`src/rtl/uart_tx_fifo.sv`:
```
// ---------------------------------------------------------------------------
// uart_tx_fifo
//
// Transmit-side buffer that sits directly in front of the UART transmitter.
// Words written at clock rate are queued, up to DEPTH of them. The queue is
// drained one frame at a time through the tx_start / tx_data / tx_done
// handshake, so a bursty producer never has to poll tx_done for each word.
//
// Parameters
//   DATA_LEN  word width; must match the transmitter's data length
//   DEPTH     number of FIFO entries (power of two, >= 2)
//
// Ports
//   clk       system clock, shared with the UART core
//   rst       asynchronous, active-low reset
//   wr_en     write request
//   wr_data   word to enqueue
//   flush     synchronous discard of stored (not yet started) words
//   full      count == DEPTH
//   empty     count == 0
//   count     stored words, not counting the word in flight
//   overflow  sticky flag: a write arrived while full (cleared by reset only)
//   busy      a frame has been started and is not yet finished
//   tx_start  one-cycle start pulse to the transmitter
//   tx_data   word to the transmitter, stable from tx_start until tx_done
//   tx_done   one-cycle completion pulse from the transmitter
// ---------------------------------------------------------------------------
module uart_tx_fifo #(
    parameter int DATA_LEN = 8,
    parameter int DEPTH    = 16
) (
    input  logic                       clk,
    input  logic                       rst,
    input  logic                       wr_en,
    input  logic [DATA_LEN-1:0]        wr_data,
    input  logic                       flush,
    output logic                       full,
    output logic                       empty,
    output logic [$clog2(DEPTH+1)-1:0] count,
    output logic                       overflow,
    output logic                       busy,
    output logic                       tx_start,
    output logic [DATA_LEN-1:0]        tx_data,
    input  logic                       tx_done
);

    localparam int AW = $clog2(DEPTH);
    localparam int CW = $clog2(DEPTH + 1);

    typedef enum logic [1:0] {
        IDLE,
        START,
        WAIT_DONE
    } state_t;

    state_t              state;
    state_t              state_next;
    logic [DATA_LEN-1:0] mem [DEPTH];
    logic [AW-1:0]       wr_ptr;
    logic [AW-1:0]       rd_ptr;
    logic                is_full;
    logic                can_pop;
    logic                do_pop;
    logic                do_wr;
    logic                wr_rejected;
    logic [CW-1:0]       count_next;

    // Next-state and datapath control. Pop decisions look only at the count
    // held at the start of the cycle, so a word written into an empty FIFO
    // is never popped on the same edge. Flush wins over both write and pop.
    always_comb begin
        // NOTE: every signal gets a default before the case so no path
        // leaves one unassigned, which would otherwise infer a latch.
        state_next  = state;
        do_pop      = 1'b0;
        is_full     = (count == CW'(DEPTH));
        can_pop     = !flush && (count != '0);
        do_wr       = wr_en && !flush && !is_full;
        wr_rejected = wr_en && !flush && is_full;

        case (state)
            IDLE: begin
                if (can_pop) begin
                    do_pop     = 1'b1;
                    state_next = START;
                end
            end
            START: begin
                state_next = WAIT_DONE;
            end
            WAIT_DONE: begin
                if (tx_done) begin
                    if (can_pop) begin
                        do_pop     = 1'b1;
                        state_next = START;
                    end else begin
                        state_next = IDLE;
                    end
                end
            end
            default: begin
                state_next = IDLE;
            end
        endcase

        if (flush) begin
            count_next = '0;
        end else begin
            case ({do_wr, do_pop})
                2'b10:   count_next = count + CW'(1);
                2'b01:   count_next = count - CW'(1);
                default: count_next = count;
            endcase
        end
    end

    // Control state and all registered outputs. Status flags are computed
    // from the next-state values so they are true flops, not decodes.
    // NOTE: sequential state uses non-blocking assignments so every flop
    // samples the pre-edge values regardless of statement order.
    always_ff @(posedge clk or negedge rst) begin
        if (!rst) begin
            state    <= IDLE;
            wr_ptr   <= '0;
            rd_ptr   <= '0;
            count    <= '0;
            full     <= 1'b0;
            empty    <= 1'b1;
            overflow <= 1'b0;
            busy     <= 1'b0;
            tx_start <= 1'b0;
            tx_data  <= '0;
        end else begin
            state    <= state_next;
            count    <= count_next;
            full     <= (count_next == CW'(DEPTH));
            empty    <= (count_next == '0);
            busy     <= (state_next != IDLE);
            tx_start <= (state_next == START);

            if (do_wr) begin
                wr_ptr <= wr_ptr + AW'(1);
            end

            // Flush drops everything still queued but leaves the word in
            // flight (already copied into tx_data) untouched.
            if (flush) begin
                rd_ptr <= wr_ptr;
            end else if (do_pop) begin
                rd_ptr <= rd_ptr + AW'(1);
            end

            if (do_pop) begin
                tx_data <= mem[rd_ptr];
            end

            if (wr_rejected) begin
                overflow <= 1'b1;
            end
        end
    end

    // NOTE: the storage array is deliberately not reset; entries are only
    // ever read after being written, and leaving reset off lets it map to RAM.
    always_ff @(posedge clk) begin
        if (do_wr) begin
            mem[wr_ptr] <= wr_data;
        end
    end

endmodule

```
`config.mk`:
```
export PLATFORM = sky130hd
export DESIGN_NAME = uart_tx_fifo
export DESIGN_NICKNAME = d
export VERILOG_FILES = /design/src/rtl/uart_tx_fifo.sv
export SDC_FILE = /design/constraint.sdc
export NUM_CORES = 1
export LEC_CHECK = 0
export CORE_MARGIN = 3
export CORE_UTILIZATION = 64
export DETAILED_ROUTE_END_ITERATION = 8
export GPL_ROUTABILITY_DRIVEN = 0
export GPL_TIMING_DRIVEN = 1
export PLACE_DENSITY = 0.87
export SETUP_SLACK_MARGIN = 0.02
export SYNTH_ARGS = -nofsm -noshare
export SYNTH_HDL_FRONTEND = slang
export SYNTH_SLANG_ARGS = --single-unit
```
`constraint.sdc`:
```
create_clock -name clk -period 6.3 [get_ports clk]
set_input_delay 1.89 -clock clk [delete_from_list [all_inputs] [get_ports clk]]
set_output_delay 1.89 -clock clk [all_outputs]
set_load 0.005 [all_outputs]
```
Yosys cells after proc, flatten, opt, wreduce, memory -nomap -nowiden
Memory sizes are Yosys's and may differ from the RTL's. A register that Yosys moved wholly into a read port is not among the register bits.
Index checks and enable logic that the tools add are counted.
Storage, ports and cells
  latch bits: 0
  register bits after elaboration: 20
  bits in writable memories: 128
  output and inout bits: 18
  memory bits (read-only): 0
  memories kept: 1
Memories
  mem: depth 16, width 8, read ports 1, clocked after Yosys merged registers in 1, wr ports 1, RTL line 58  | logic [DATA_LEN-1:0] mem [DEPTH];
Operators by class
  muxes and demuxes: 13
  add/sub/neg operators: 4
  $lt $le $gt $ge: 0
  divide/modulo/power cells: 0
  shifts and indexed selects: 0
  multipliers: 0
  bitwise operators: 0
  equal/unequal tests: 7
  reduce and logical (&&, ||, !) cells: 12
Operator list (count)
  5-bit equality test, second input constant: 2
  5-bit one-hot mux with 2 select lines: 1
  4-bit by 1-bit adder with 4-bit output, second input constant: 2
  4-bit 2-to-1 mux: 2
  2-bit by 1-bit equality test with 1-bit output, second input constant: 3
  2-bit one-hot mux with 3 select lines: 1
  5-bit by 1-bit adder with 5-bit output, second input constant: 1
  5-bit logical NOT: 1
  1-bit 2-to-1 mux: 5
  5-bit 2-to-1 mux: 1
  5-bit nonzero test: 1
  5-bit by 1-bit subtractor with 5-bit output, second input constant: 1
  2-bit equality test, second input constant: 2
  1-bit logical AND: 4
  2-bit 2-to-1 mux: 2
  2-bit nonzero test: 2
  1-bit logical NOT: 3
  2-bit logical NOT: 1
  1-bit one-hot mux with 2 select lines: 1

Logic depth before layout (Yosys ltp)
  word-level depth: 9
  depth in mapped cells: 14
  mapped depth without buffers: 11

Worst setup path after synthesis
OpenSTA, ideal clock, no wires.
  path kind: input to register
  start: input port tx_done
  end: register full
  required time: 6195 ps
  stages: 13
  buffers on the path: 2
  setup time: 105 ps
  path slack: 1774 ps
  arrival time: 4421 ps
  cells stage by stage: inv_1 a221oi_2 and2_1 buf_2 ha_1 clkbuf_1 xor2_1 ha_1 a21o_1 a22oi_1 o211a_1 nor3_1 nor4b_1
On the way
  word-level cells in the longest chain between the ends: 6
RTL lines
  start, declared: RTL line 44  | input logic tx_done
  1-bit 2-to-1 mux (*): RTL line 92  | if (tx_done) begin
  1-bit one-hot mux with 2 select lines (*): RTL line 81  | case (state)
  via do_pop: RTL line 63  | logic do_pop;
  2-bit by 1-bit equality test with 1-bit output / 2-bit equality test (equally long branches): RTL line 109  | case ({do_wr, do_pop})
  5-bit one-hot mux with 2 select lines (*): RTL line 109
  5-bit 2-to-1 mux (*): RTL line 106  | if (flush) begin
  5-bit equality test (*): RTL line 136  | full <= (count_next == CW'(DEPTH));
  end signal, assigned: RTL line 136
  end, declared: RTL line 37  | output logic full,
The timed path passes the listed nets; every way through them passes the cells marked *.
A chain may end at the register's enable or synchronous reset.

Final worst setup path
  start: input port flush
  end: register full
On the way
  word-level cells in the longest chain between the ends: 9
RTL lines
  start, declared: RTL line 36  | input logic flush,
  1-bit logical NOT: RTL line 77, 78
  1-bit logical AND: RTL line 77  | can_pop = !flush && (count != '0);
  1-bit 2-to-1 mux: RTL line 83, 93
  1-bit 2-to-1 mux: RTL line 92
  1-bit one-hot mux with 2 select lines: RTL line 81
  2-bit by 1-bit equality test with 1-bit output / 2-bit equality test (equally long branches): RTL line 109
  5-bit one-hot mux with 2 select lines: RTL line 109
  5-bit 2-to-1 mux (*): RTL line 106
  5-bit equality test (*): RTL line 136
Mark *: on every way between the ends. The rest lies on a longest branch, timed or not.

==> impl_metrics.csv <==
group,metric,value,unit
clock_network,cts_sinks,156,
cells_and_area,seq_area,4550,sq um
cells_and_area,nets,383,
cells_and_area,area_growth,15.2,%
sta,max_freq,190,MHz
floorplan,core,9820,sq um
hold_path,hp-class,"flip-flop to flip-flop",
global_routing,antenna_found_initial,0,
cells_and_area,drive_gt1_frac,0.157,
cells_and_area,diodes,0,
floorplan,rows,36,
global_routing,grt_use_met3,0.0626,
sta,final_max_slew_viol_count,0,
power,power.leakage,2.64,nW
sta,tightest_slew,0.698,ns
global_routing,grt_overflow,0,
cells_and_area,final_util,0.761,
synthesis,yosys_warnings,0,
global_routing,grt_pass1_vias,3449,
sta,finalCritPeriodShare,0.833,
synthesis,ys.flop_type,"edfxtp_1",
sta,max_slew_margin,0.535,
floorplan,start_util,0.660,
global_routing,grt_max_degree,36,
global_routing,grt_use_total,0.261,
global_routing,use_met2,0.449,
cells_and_area,final_cell_area,7470,sq um
power,power,3.38,mW
run,maxCapViolations,0,
setup_path,required,6.72,ns
routing,drc,0,
floorplan,fp.dieArea,11400,sq um
routing,ant_nets,0,
synthesis,synthArstFlopShare,0.179,
clock_network,clockBufferDepth,2,
cells_and_area,multiInputGateArea,1810,sq um
synthesis,syn_nets,346,
sta,rsz0062_at_grt,"no",
clock_network,cts_tree,"done",
routing,wl_per_cell,26.8,um
outcome,status,"complete, no violations",
clock_network,cts_root_buffer,"clkbuf_8",
clock_network,hold_buffers,0,
synthesis,syn_avg_cell_area,19.9,sq um
floorplan,io_pins,31,
place,placed_cell_area,6880,sq um
global_routing,grt_pass1_wl,21200,um
routing,first_pass_iters,4,
power,peakVddDrop,0.000260,V
setup_path,end_kind,"flip-flop",
sta,setup_viol,0,
clock_network,clk_latency,0.53,ns
cells_and_area,final.fill_count,531,
routing,routed_via_density,6.35,
place,port_buffers,30,
synthesis,ys_ff_latch,156,
clock_network,cts.clk_slew.worst_paths,0.07,ns
clock_network,postCtsSetupRepairBufs,0,
synthesis,syn_inst,325,
synthesis,synth-edff-count,128,
sta,setup_tns,0,ns
sta,fin_crit,5.25,ns
setup_path,path_class,"primary input to flip-flop",
synthesis,yosysSeqAreaShare,0.701,
power,p_per_area,453,nW/um^2
floorplan,die_h,107,um
floorplan,die_x,107,um
synthesis,synth_cell_type_count,42,
sta,setup_ws,1.05,ns
global_routing,grt_util_met1,0.336,
clock_network,cts_resized,0,
setup_path,critical-path-top-delay-family,"compound AO/OA/AOI/OAI gates",
clock_network,htreeDepth,4,
global_routing,top_usage_layer,"met2",
sta,fin_skew,0.00882,ns
place,place_ws,0.782,ns
clock_network,cts-buffers-inserted,17,
place,hpwl,7920,um
setup_path,path_cells,"clkdlybuf4s50_1 -> nand2b_1 -> a21oi_1 -> inv_1 -> ha_1 -> xor2_1 -> ha_1 -> a21o_1 -> a22oi_1 -> nor3_1 -> nor3_1 -> nor4b_1",
routing,drtIter0Drc,227,
routing,wl,13600,um
synthesis,synth_area,6480,sq um
setup_path,cp_max_fo,13,
setup_path,startpoint_type,"primary input",
setup_path,cp_num_buf_inv,2,
routing,vias,3224,
setup_path,cpPeakStageDelay,0.67,ns
setup_path,crit_arrival,5.67,ns
sta,hold_violations,0,
setup_path,slowest_stage,"clkdlybuf4s50_1",
-- logic make-up (layout without fill, tap and decap cells) --
| kind of cell | Yosys count | after routing | share of synthesized area |
|---|---|---|---|
| XOR/XNOR | 10 | 10 | 0.0135 |
| adder cells (fa/ha/maj) | 8 | 8 | 0.0154 |
| AO/OA/AOI/OAI | 21 | 21 | 0.0216 |
| buffers and inverters | 23 | 73 | 0.0191 |
| flip-flops | 156 | 156 | 0.701 |
| AND/OR/NAND/NOR | 55 | 55 | 0.0481 |
| multiplexers | 52 | 52 | 0.181 |
-- routing by layer --
metal  wire length [um]  up-vias
li1                   -     1393
met1               5100     1649
met2               7340      162
met3                943       20
met4                236        0
met5                  0        -
-- report_power, final --
part	internal, mW	switching (mW)	total, mW
combinational	0.534	0.471	1.01
sequential	1.24	0.121	1.36
clock	0.578	0.437	1.01
-- layout by cell type (no fill, tap or decap), drive strengths merged, types with 4 or more instances in the layout --
master | Yosys | layout
clkdlybuf4s50 | 0 | 30
and2 | 20 | 20
nor3 | 4 | 4
xor2 | 5 | 5
clkbuf | 8 | 17
mux2 | 9 | 9
mux4 | 40 | 40
dfrtp | 27 | 27
xnor2 | 5 | 5
edfxtp | 128 | 128
nor2 | 5 | 5
inv | 7 | 15
nand2 | 10 | 10
o21ai | 7 | 7
ha | 8 | 8
a21oi | 5 | 5
buf | 8 | 4
-- worst register-to-register path, stage by stage (launching register included) --
cell and delay, ns:
dfrtp_1 0.57, nor4_2 0.14, a21oi_1 0.60, inv_1 0.23, ha_1 0.36, xor2_1 0.19
ha_1 0.25, a21o_1 0.20, a22oi_1 0.30, nor3_1 0.12, nor3_1 0.31, nor4b_1 0.30
-- layout make-up --
class / count / area share
Sequential cell: 156 / 0.608
Multi-Input combinational cell: 146 / 0.243
Clock buffer: 17 / 0.0554
Timing Repair Buffer: 34 / 0.0442
Clock inverter: 15 / 0.0234
Tap cell: 133 / 0.0223
Inverter: 7 / 0.00352
-- cells in the mapped netlist (2+ instances only) --
| cell type | count | area, sq um |
|---|---|---|
| edfxtp_1 | 128 | 3840 |
| mux4_1 | 30 | 788 |
| dfrtp_1 | 27 | 676 |
| and2_1 | 20 | 125 |
| mux4_2 | 10 | 225 |
| nand2_1 | 10 | 37.5 |
| clkbuf_1 | 8 | 30.0 |
| ha_1 | 8 | 100 |
| mux2_4 | 8 | 120 |
| inv_1 | 7 | 26.3 |
| o21ai_0 | 7 | 35.0 |
| a21oi_1 | 5 | 25.0 |
| nor2_1 | 5 | 18.8 |
| xnor2_1 | 5 | 43.8 |
| xor2_1 | 5 | 43.8 |
| nor3_1 | 4 | 20.0 |
| buf_2 | 3 | 15.0 |
| buf_6 | 3 | 33.8 |
| mux2i_1 | 3 | 30.0 |
| nand2b_1 | 3 | 18.8 |
| a21o_1 | 2 | 15.0 |
| nand3_1 | 2 | 10.0 |
| nand4_1 | 2 | 12.5 |
| nor4b_1 | 2 | 17.5 |
-- worst paths after layout --
path | start | endpoint | slack [ns] | depth (start not counted)
worst min register to register | tx_data[2] | tx_data[2] | 0.51 | 1
worst max-delay path | flush | full | 1.05 | 12
worst max register to register | count[2] | full | 2.62 | 11
max in group asynchronous | rst | empty | 4.25 | 2
worst min-delay path | tx_data[2] | tx_data[2] | 0.51 | 1
min in group asynchronous | rst | tx_data[6] | 1.75 | 2
-- sequential cells by signal, indices dropped and copies added (netlist names) --
register / count
count: 5
wr_ptr: 4
overflow: 1
busy: 1
state: 2
mem: 128
tx_data: 8
rd_ptr: 4
empty: 1
tx_start: 1
full: 1
-- through the flow --
stage | instances | hold slack (ns)
finish | 508 | 0.514
global route | 508 | 0.539
CTS | 508 | 0.516
detailed placement | 476 | 0.478
global placement | 476 | 0.472
floorplan | 325 | 0.468
No activity file was read; power rests on OpenSTA's default activity.
